`src/rtl/rr_slot_arbiter.sv`:
```
// rr_slot_arbiter
//   Round-robin arbiter that grants one shared resource to one of NUM_REQ
//   requesters at a time. A wrapping priority pointer decides who wins when
//   the resource is idle. A hold counter limits each grant to MAX_HOLD cycles.
//   Only the granted requester may drive the shared datapath.
//
// Ports
//   clk      : rising-edge clock
//   reset    : asynchronous, active-high reset
//   req      : per-requester request level (bit i = requester i)
//   grant    : registered one-hot grant, or all-zero
//   grant_id : index of the current owner, valid only while busy is high
//   busy     : high while a grant is active
//   timeout  : one-cycle pulse in the first idle cycle after a forced release
//
// States
//   S_IDLE  | no owner; arbitrate from ptr and grant on the next edge
//   S_GRANT | owner grant_id holds the resource and hold_cnt counts cycles
module rr_slot_arbiter #(
  parameter int NUM_REQ  = 3,
  parameter int MAX_HOLD = 4,
  parameter int ID_W     = 2
) (
  input  logic               clk,
  input  logic               reset,
  input  logic [NUM_REQ-1:0] req,
  output logic [NUM_REQ-1:0] grant,
  output logic [ID_W-1:0]    grant_id,
  output logic               busy,
  output logic               timeout
);

  localparam int HOLD_W = (MAX_HOLD > 1) ? $clog2(MAX_HOLD) : 1;
  localparam logic [HOLD_W-1:0] HOLD_LAST = HOLD_W'(MAX_HOLD - 1);
  localparam logic [ID_W-1:0]   LAST_ID   = ID_W'(NUM_REQ - 1);
  // One extra bit so that NUM_REQ == 2**ID_W does not wrap to zero.
  localparam logic [ID_W:0]     NUM_REQ_X = (ID_W + 1)'(NUM_REQ);

  typedef enum logic {
    S_IDLE  = 1'b0,
    S_GRANT = 1'b1
  } state_t;

  state_t              state_q, state_d;
  logic [ID_W-1:0]     ptr_q, ptr_d;
  logic [HOLD_W-1:0]   hold_q, hold_d;
  logic [NUM_REQ-1:0]  grant_q, grant_d;
  logic [ID_W-1:0]     id_q, id_d;
  logic                busy_q, busy_d;
  logic                timeout_q, timeout_d;

  logic                win_found;
  logic [ID_W-1:0]     win_id;
  logic [ID_W:0]       cand;
  logic                rel_vol;
  logic                rel_forced;
  logic [ID_W-1:0]     ptr_after_owner;

  // Scan ptr, ptr+1, ... modulo NUM_REQ; the first set request wins.
  always_comb begin
    win_found = 1'b0;
    win_id    = '0;
    cand      = '0;
    for (int k = 0; k < NUM_REQ; k++) begin
      cand = {1'b0, ptr_q} + (ID_W + 1)'(k);
      if (cand >= NUM_REQ_X) begin
        cand = cand - NUM_REQ_X;
      end
      if (!win_found && req[cand[ID_W-1:0]]) begin
        win_found = 1'b1;
        win_id    = cand[ID_W-1:0];
      end
    end
  end

  assign rel_vol         = !req[id_q];
  assign rel_forced      = (hold_q == HOLD_LAST);
  assign ptr_after_owner = (id_q == LAST_ID) ? '0 : id_q + ID_W'(1);

  always_comb begin
    state_d   = state_q;
    ptr_d     = ptr_q;
    hold_d    = hold_q;
    grant_d   = grant_q;
    id_d      = id_q;
    busy_d    = busy_q;
    timeout_d = 1'b0;
    case (state_q)
      S_IDLE: begin
        if (win_found) begin
          state_d         = S_GRANT;
          grant_d         = '0;
          grant_d[win_id] = 1'b1;
          id_d            = win_id;
          busy_d          = 1'b1;
          hold_d          = '0;
        end
      end
      S_GRANT: begin
        if (rel_vol || rel_forced) begin
          state_d   = S_IDLE;
          grant_d   = '0;
          busy_d    = 1'b0;
          hold_d    = '0;
          ptr_d     = ptr_after_owner;
          // A requester that lets go on its last allowed cycle was not cut off.
          timeout_d = rel_forced && !rel_vol;
        end else begin
          hold_d = hold_q + HOLD_W'(1);
        end
      end
      default: begin
        state_d = S_IDLE;
        grant_d = '0;
        busy_d  = 1'b0;
      end
    endcase
  end

  always_ff @(posedge clk or posedge reset) begin
    if (reset) begin
      state_q   <= S_IDLE;
      ptr_q     <= '0;
      hold_q    <= '0;
      grant_q   <= '0;
      id_q      <= '0;
      busy_q    <= 1'b0;
      timeout_q <= 1'b0;
    end else begin
      state_q   <= state_d;
      ptr_q     <= ptr_d;
      hold_q    <= hold_d;
      grant_q   <= grant_d;
      id_q      <= id_d;
      busy_q    <= busy_d;
      timeout_q <= timeout_d;
    end
  end

  assign grant    = grant_q;
  assign grant_id = id_q;
  assign busy     = busy_q;
  assign timeout  = timeout_q;

  // Embedded properties; the first cycle after reset is excluded so that
  // history-based checks never look back into the reset period.
  logic past_valid_q;

  always_ff @(posedge clk or posedge reset) begin
    if (reset) begin
      past_valid_q <= 1'b0;
    end else begin
      past_valid_q <= 1'b1;
    end
  end

  a_grant_onehot0: assert property (@(posedge clk) disable iff (reset || !past_valid_q)
    $onehot0(grant_q));

  a_busy_matches: assert property (@(posedge clk) disable iff (reset || !past_valid_q)
    busy_q == (|grant_q));

  a_ptr_range: assert property (@(posedge clk) disable iff (reset || !past_valid_q)
    {1'b0, ptr_q} < NUM_REQ_X);

  a_hold_range: assert property (@(posedge clk) disable iff (reset || !past_valid_q)
    hold_q <= HOLD_LAST);

  a_timeout_idle: assert property (@(posedge clk) disable iff (reset || !past_valid_q)
    timeout_q |-> (grant_q == '0));

  a_hold_limit: assert property (@(posedge clk) disable iff (reset || !past_valid_q)
    (busy_q && (hold_q == HOLD_LAST)) |=> !busy_q);

  for (genvar gi = 0; gi < NUM_REQ; gi++) begin : g_rise_chk
    a_grant_needs_req: assert property (@(posedge clk) disable iff (reset || !past_valid_q)
      $rose(grant_q[gi]) |-> $past(req[gi]));
  end

endmodule

```
`config.mk`:
```
export PLATFORM = sky130hd
export DESIGN_NAME = rr_slot_arbiter
export DESIGN_NICKNAME = d
export VERILOG_FILES = /design/src/rtl/rr_slot_arbiter.sv
export SDC_FILE = /design/constraint.sdc
export NUM_CORES = 1
export LEC_CHECK = 0
export ABC_AREA = 1
export BUFFER_PORTS_ARGS = -buffer_cell sky130_fd_sc_hd__buf_2
export CORE_AREA = 2 2 42 44
export CTS_CLUSTER_SIZE = 30
export DETAILED_ROUTE_END_ITERATION = 10
export DIE_AREA = 0 0 44 46
export PLACE_DENSITY = 0.71
export SLEW_MARGIN = 20
export SYNTH_ARGS = -nofsm -noshare
export SYNTH_HDL_FRONTEND = slang
export SYNTH_SLANG_ARGS = --single-unit
```
`constraint.sdc`:
```
create_clock -name clk -period 1.8 [get_ports clk]
set_clock_uncertainty 0.15 [all_clocks]
set_input_delay 0.27 -clock clk [delete_from_list [all_inputs] [get_ports clk]]
set_output_delay 0.27 -clock clk [all_outputs]
set_load 0.02 [all_outputs]
```
-- Yosys cells after proc, flatten, opt, wreduce, memory -nomap -nowiden
Cells that the tools add are included.
- output and inout bits: 7
- register bits: 12
- $lt $le $gt $ge: 9
- mux-type cells: 34
- add/subtract/negate cells: 7
- eq/ne operators: 4
- bitwise operators: 1
- reduce and logical (&&, ||, !) cells: 11
- operator list (cell ; number):
    two-way mux 2 bit ; 9
    < comparator 2 x 3 -> 1 bit (second input constant) ; 5
    two-way mux 1 bit ; 14
    binary-select mux 1 bit (select 2 bit) ; 4
    >= comparator 3 x 2 -> 1 bit (second input constant) ; 2
    two-way mux 3 bit ; 2
    case mux 3 bit (2 select lines) ; 1
    AND reduction 2 bit ; 3
    subtractor 2 bit (second input constant) ; 3
    adder 2 x 1 -> 2 bit (second input constant) ; 2
    == test 2 bit (second input constant) ; 2
    logical AND 1 bit ; 4
    case mux 1 bit (2 select lines) ; 2
    case mux 2 bit (2 select lines) ; 1
    adder 2 x 1 -> 3 bit (second input constant) ; 1
    adder 2 x 2 -> 3 bit (second input constant) ; 1
    zero test 1 bit ; 3
    demux 1 bit (select 2 bit) ; 1
    >= comparator 2 x 1 -> 1 bit (second input constant) ; 1
    >= comparator 2 bit (second input constant) ; 1
    inequality test 2 x 1 -> 1 bit (second input constant) ; 1
    inequality test 2 bit (second input constant) ; 1
    logical OR 1 bit ; 1
    NOT 1 bit ; 1

-- Logic depth before layout (Yosys ltp)
- word-level depth: 17
- depth in mapped cells: 12
- gate-level depth less buffers: 12

-- Worst setup path before layout
OpenSTA, ideal clock, no wires.
- path kind: register -> register
- from: reg ptr_q[0]
- to: reg id_q[0] (netlist: grant_id[0])
- slack: 0.149 ns
- path buffers: 0
- setup time: 0.126 ns
- clock period less this slack: 1.651 ns
- arrival time: 1.375 ns
- required time: 1.524 ns
- stages on the path, launching flop included: 11
- cell sequence: dfrtp_1 > inv_1 > ha_1 > inv_2 > nand2_2 > nand3_2 > nand2_2 > nand3_2 > nor2_2 > o21ai_1 > o21ai_1
- word-level cells in the longest chain between the ends: 12
- ends and longest elaborated chain (element ; RTL line ; RTL):
    start, declared ; 45 ; logic [ID_W-1:0] ptr_q, ptr_d;
    start signal, assigned ; 131 ; ptr_q <= ptr_d;
    branches (longest 12 deep; another with adder 2 x 1 -> 3 bit) ; -- ;
    end signal, assigned ; 134 ; id_q <= id_d;
    end, declared ; 48 ; logic [ID_W-1:0] id_q, id_d;
Parallel ways; which one is timed is not known. The select of a mux whose other input is x is not followed.
A chain may end at the register's enable or synchronous reset.

-- Final worst setup path
- from: reg ptr_q[1]
- to: reg grant_q[0] (netlist: grant[0])
- word-level cells in the longest chain between the ends: 17
- ends and longest elaborated chain (element ; RTL line ; RTL):
    branches (longest 17 deep; another with adder 2 x 1 -> 3 bit) ; -- ;
    end signal, assigned ; 133 ; grant_q <= grant_d;
    end, declared ; 47 ; logic [NUM_REQ-1:0] grant_q, grant_d;
Parallel ways; which one is timed is not known. The select of a mux whose other input is x is not followed.

==> flow_summary.toml <==
[grt]
grt_usage_pct = 19.5
grtUsageMet3_pct = 1.19
grt_start_max_net_pins = 13
busiest_layer = "met2"
use_met2_pct = 34.4
grt_pass1_wl_mm = 2.85
grt_pass1_vias = 695
grt_overflow = 0
grtUsageMet1_pct = 23.6
antenna_found_initial = 0

[logic_synthesis]
ys_types = 18
syn_nets = 111
synth_ff_type = "dfrtp_1"
yosysWarnings = 0
synth_edf_count = 0
ys_ff_latch = 12
ys_seq_area_share_pct = 39.0
synth_area_um2 = 771
synthArstFlopShare_pct = 100
syn_avg_cell_area_um2 = 7.63
syn_inst = 101

[routing]
vias_per_cell = 5.34
vias = 748
drtPass1Iterations = 4
avgRoutedWirePerCell_um = 13.4
drt_wl_total_mm = 1.87
postRouteAntennaNets = 0
drc = 0
drt_iter0_drc = 22

[cells_and_area]
drive_above_1_share_pct = 46.3
layout_commonest_cell = "nand2_1"
antennaDiodeCount = 0
utilization_pct = 67.0
layout_common_cells = "nand2_1, nand3_1, inv_1, dfrtp_1, buf_2"
syn_to_final_growth_pct = 40.3
final_cell_count_no_fill = 140
nets = 134

[placed_design]
dp.cells = 130
io_buffers = 11
dp_hpwl_mm = 1.29
gp_congestion = 0.862

[pwr]
vdd_drop_max_uv = 1010
power_density_mw_per_mm2 = 2010
leakagePower_nw = 0.530
p_total_w = 0.00217

[floorplan]
rows = 15
initial_utilization_pct = 47.8
die_area_mm2 = 0.00202
die_x_um = 44
ioPinCount = 12
die_height_um = 46
core_mm2 = 0.00161

[worst_setup_path]
worstPathRequired_ns = 1.82
worstSetupPathType = "register to register"
cp-end-kind = "register"
crit_path_max_fanout = 6
crit_start = "ptr_q[1]"
worstSetupStartpointType = "register"
reg2reg_from = "ptr_q[1]"
cp_data_arrival_time_ns = 1.79

[run]
max-cap-violations = 0

[sta]
rsz0062_at_grt = "yes"
finalSetupTns_ns = 0
fin_crit_sh_pct = 98.0
final.min_clock_period_ns = 1.76
setup_viol = 0
timing_hold_violations_final = 0
slew_headroom_pct = 70.2
fmax_mhz = 567
worst_pin_slew_ns = 0.447
maxSlewViolCount = 0

[cts]
clkTransAtPathRegs_ns = 0.08
htreeDepth = 1
clock_path_buffers = 2
cts_buffers = 3
root_buffer = "clkbuf_4"
tritoncts = "built"
clk_latency_ns = 0.28
clock_sinks = 12

[min_path]
hp-class = "primary input to register"
hp-start = "req[1]"

[run_status]
outcome = "finished clean"
==> area by class of cell <==
| cell class | count | area [um^2] |
|---|---|---|
| Timing Repair Buffer | 18 | 110 |
| Inverter | 19 | 78.8 |
| Sequential cell | 12 | 302 |
| Fill cell | 142 | 533 |
| Multi-Input combinational cell | 70 | 533 |
| Clock buffer | 4 | 36.3 |
| Tap cell | 17 | 21.3 |
==> metal layers <==
| layer | vias to the layer above | wire, um | share of wire [%] |
|---|---|---|---|
| met3 | 7 | 35 | 1.9 |
| li1 | 370 | - | - |
| met1 | 358 | 843 | 45 |
| met2 | 13 | 934 | 50 |
| met5 | - | 0 | 0 |
| met4 | 0 | 61 | 3.3 |
==> cells in the mapped netlist, types with 2 or more instances <==
library cell | instances | share of area, %
inv_2 | 5 | 2.4
o21ai_1 | 7 | 4.5
nor2_2 | 3 | 2.4
nand3_2 | 3 | 3.9
ha_1 | 5 | 8.1
nand2_1 | 22 | 11
nand3_1 | 14 | 9.1
o21ai_2 | 2 | 2.3
inv_1 | 14 | 6.8
dfrtp_1 | 12 | 39
nor2_1 | 5 | 2.4
nand2_2 | 3 | 2.4
==> final timing paths <==
kind                             end  slack [ns]  cells after the start
min reg2reg                hold_q[0]        0.34                      1
min in group asynchronous    state_q        0.38                      3
min                          timeout        0.30                      5
max                         grant[0]        0.04                     10
max in group asynchronous   ptr_q[1]        0.78                      3
max reg2reg                 grant[0]        0.04                     10
==> report_power, final <==
part / internal, W / leakage [nW] / switching, W
Combinational: 0.000591 / 0.356 / 0.000911
Clock: 0.000123 / 0.0210 / 0.0000927
Sequential: 0.000377 / 0.153 / 0.0000728
==> through the flow <==
step                hold slack (ns)  cell area, um^2  setup slack [ns]
floorplan                   -0.0153              771             0.149
global placement              0.142              855            0.0193
detailed placement            0.149              855           -0.0229
CTS                           0.292              923           0.00846
global route                  0.350             1080           -0.0579
finish                        0.299             1080            0.0364
==> critical path, cell delays in order (launching register included) <==
cell and delay [ns]:
dfrtp_2 0.46, ha_4 0.34, inv_6 0.05, nand2_4 0.07, nand3_4 0.07, nand2_4 0.10, nand3_4 0.09, nor2_4 0.14
nor2_2 0.05, nand3_2 0.07, nand2_2 0.05
==> flip-flops by register name, summed over array words and instances, names as in the netlist <==
signal and cells:
grant 3, grant_id 2, hold_q 2, ptr_q 2, busy 1, state_q 1, timeout 1
==> cell families (layout without fill, tap and decap cells) <==
group / Yosys count / after routing / synth area share [%]
compound gates: 12 / 12 / 9.09
mux: 1 / 1 / 1.30
simple gates: 52 / 52 / 33.3
fa+ha+maj: 5 / 5 / 8.12
flops: 12 / 12 / 39.0
buf+inv: 19 / 41 / 9.25
==> timing repair <==
item | CTS | global route
endpoints found under the setup margin | 5 | 6
hold buffers | 1 | 0
gates cloned | 0 | 0
resized for setup | 3 | 30
pin swaps | 0 | 11
setup buffers | 1 | 4
hold endpoints to repair | 12 | 0
Note: power is estimated with default switching activity, not from simulation.
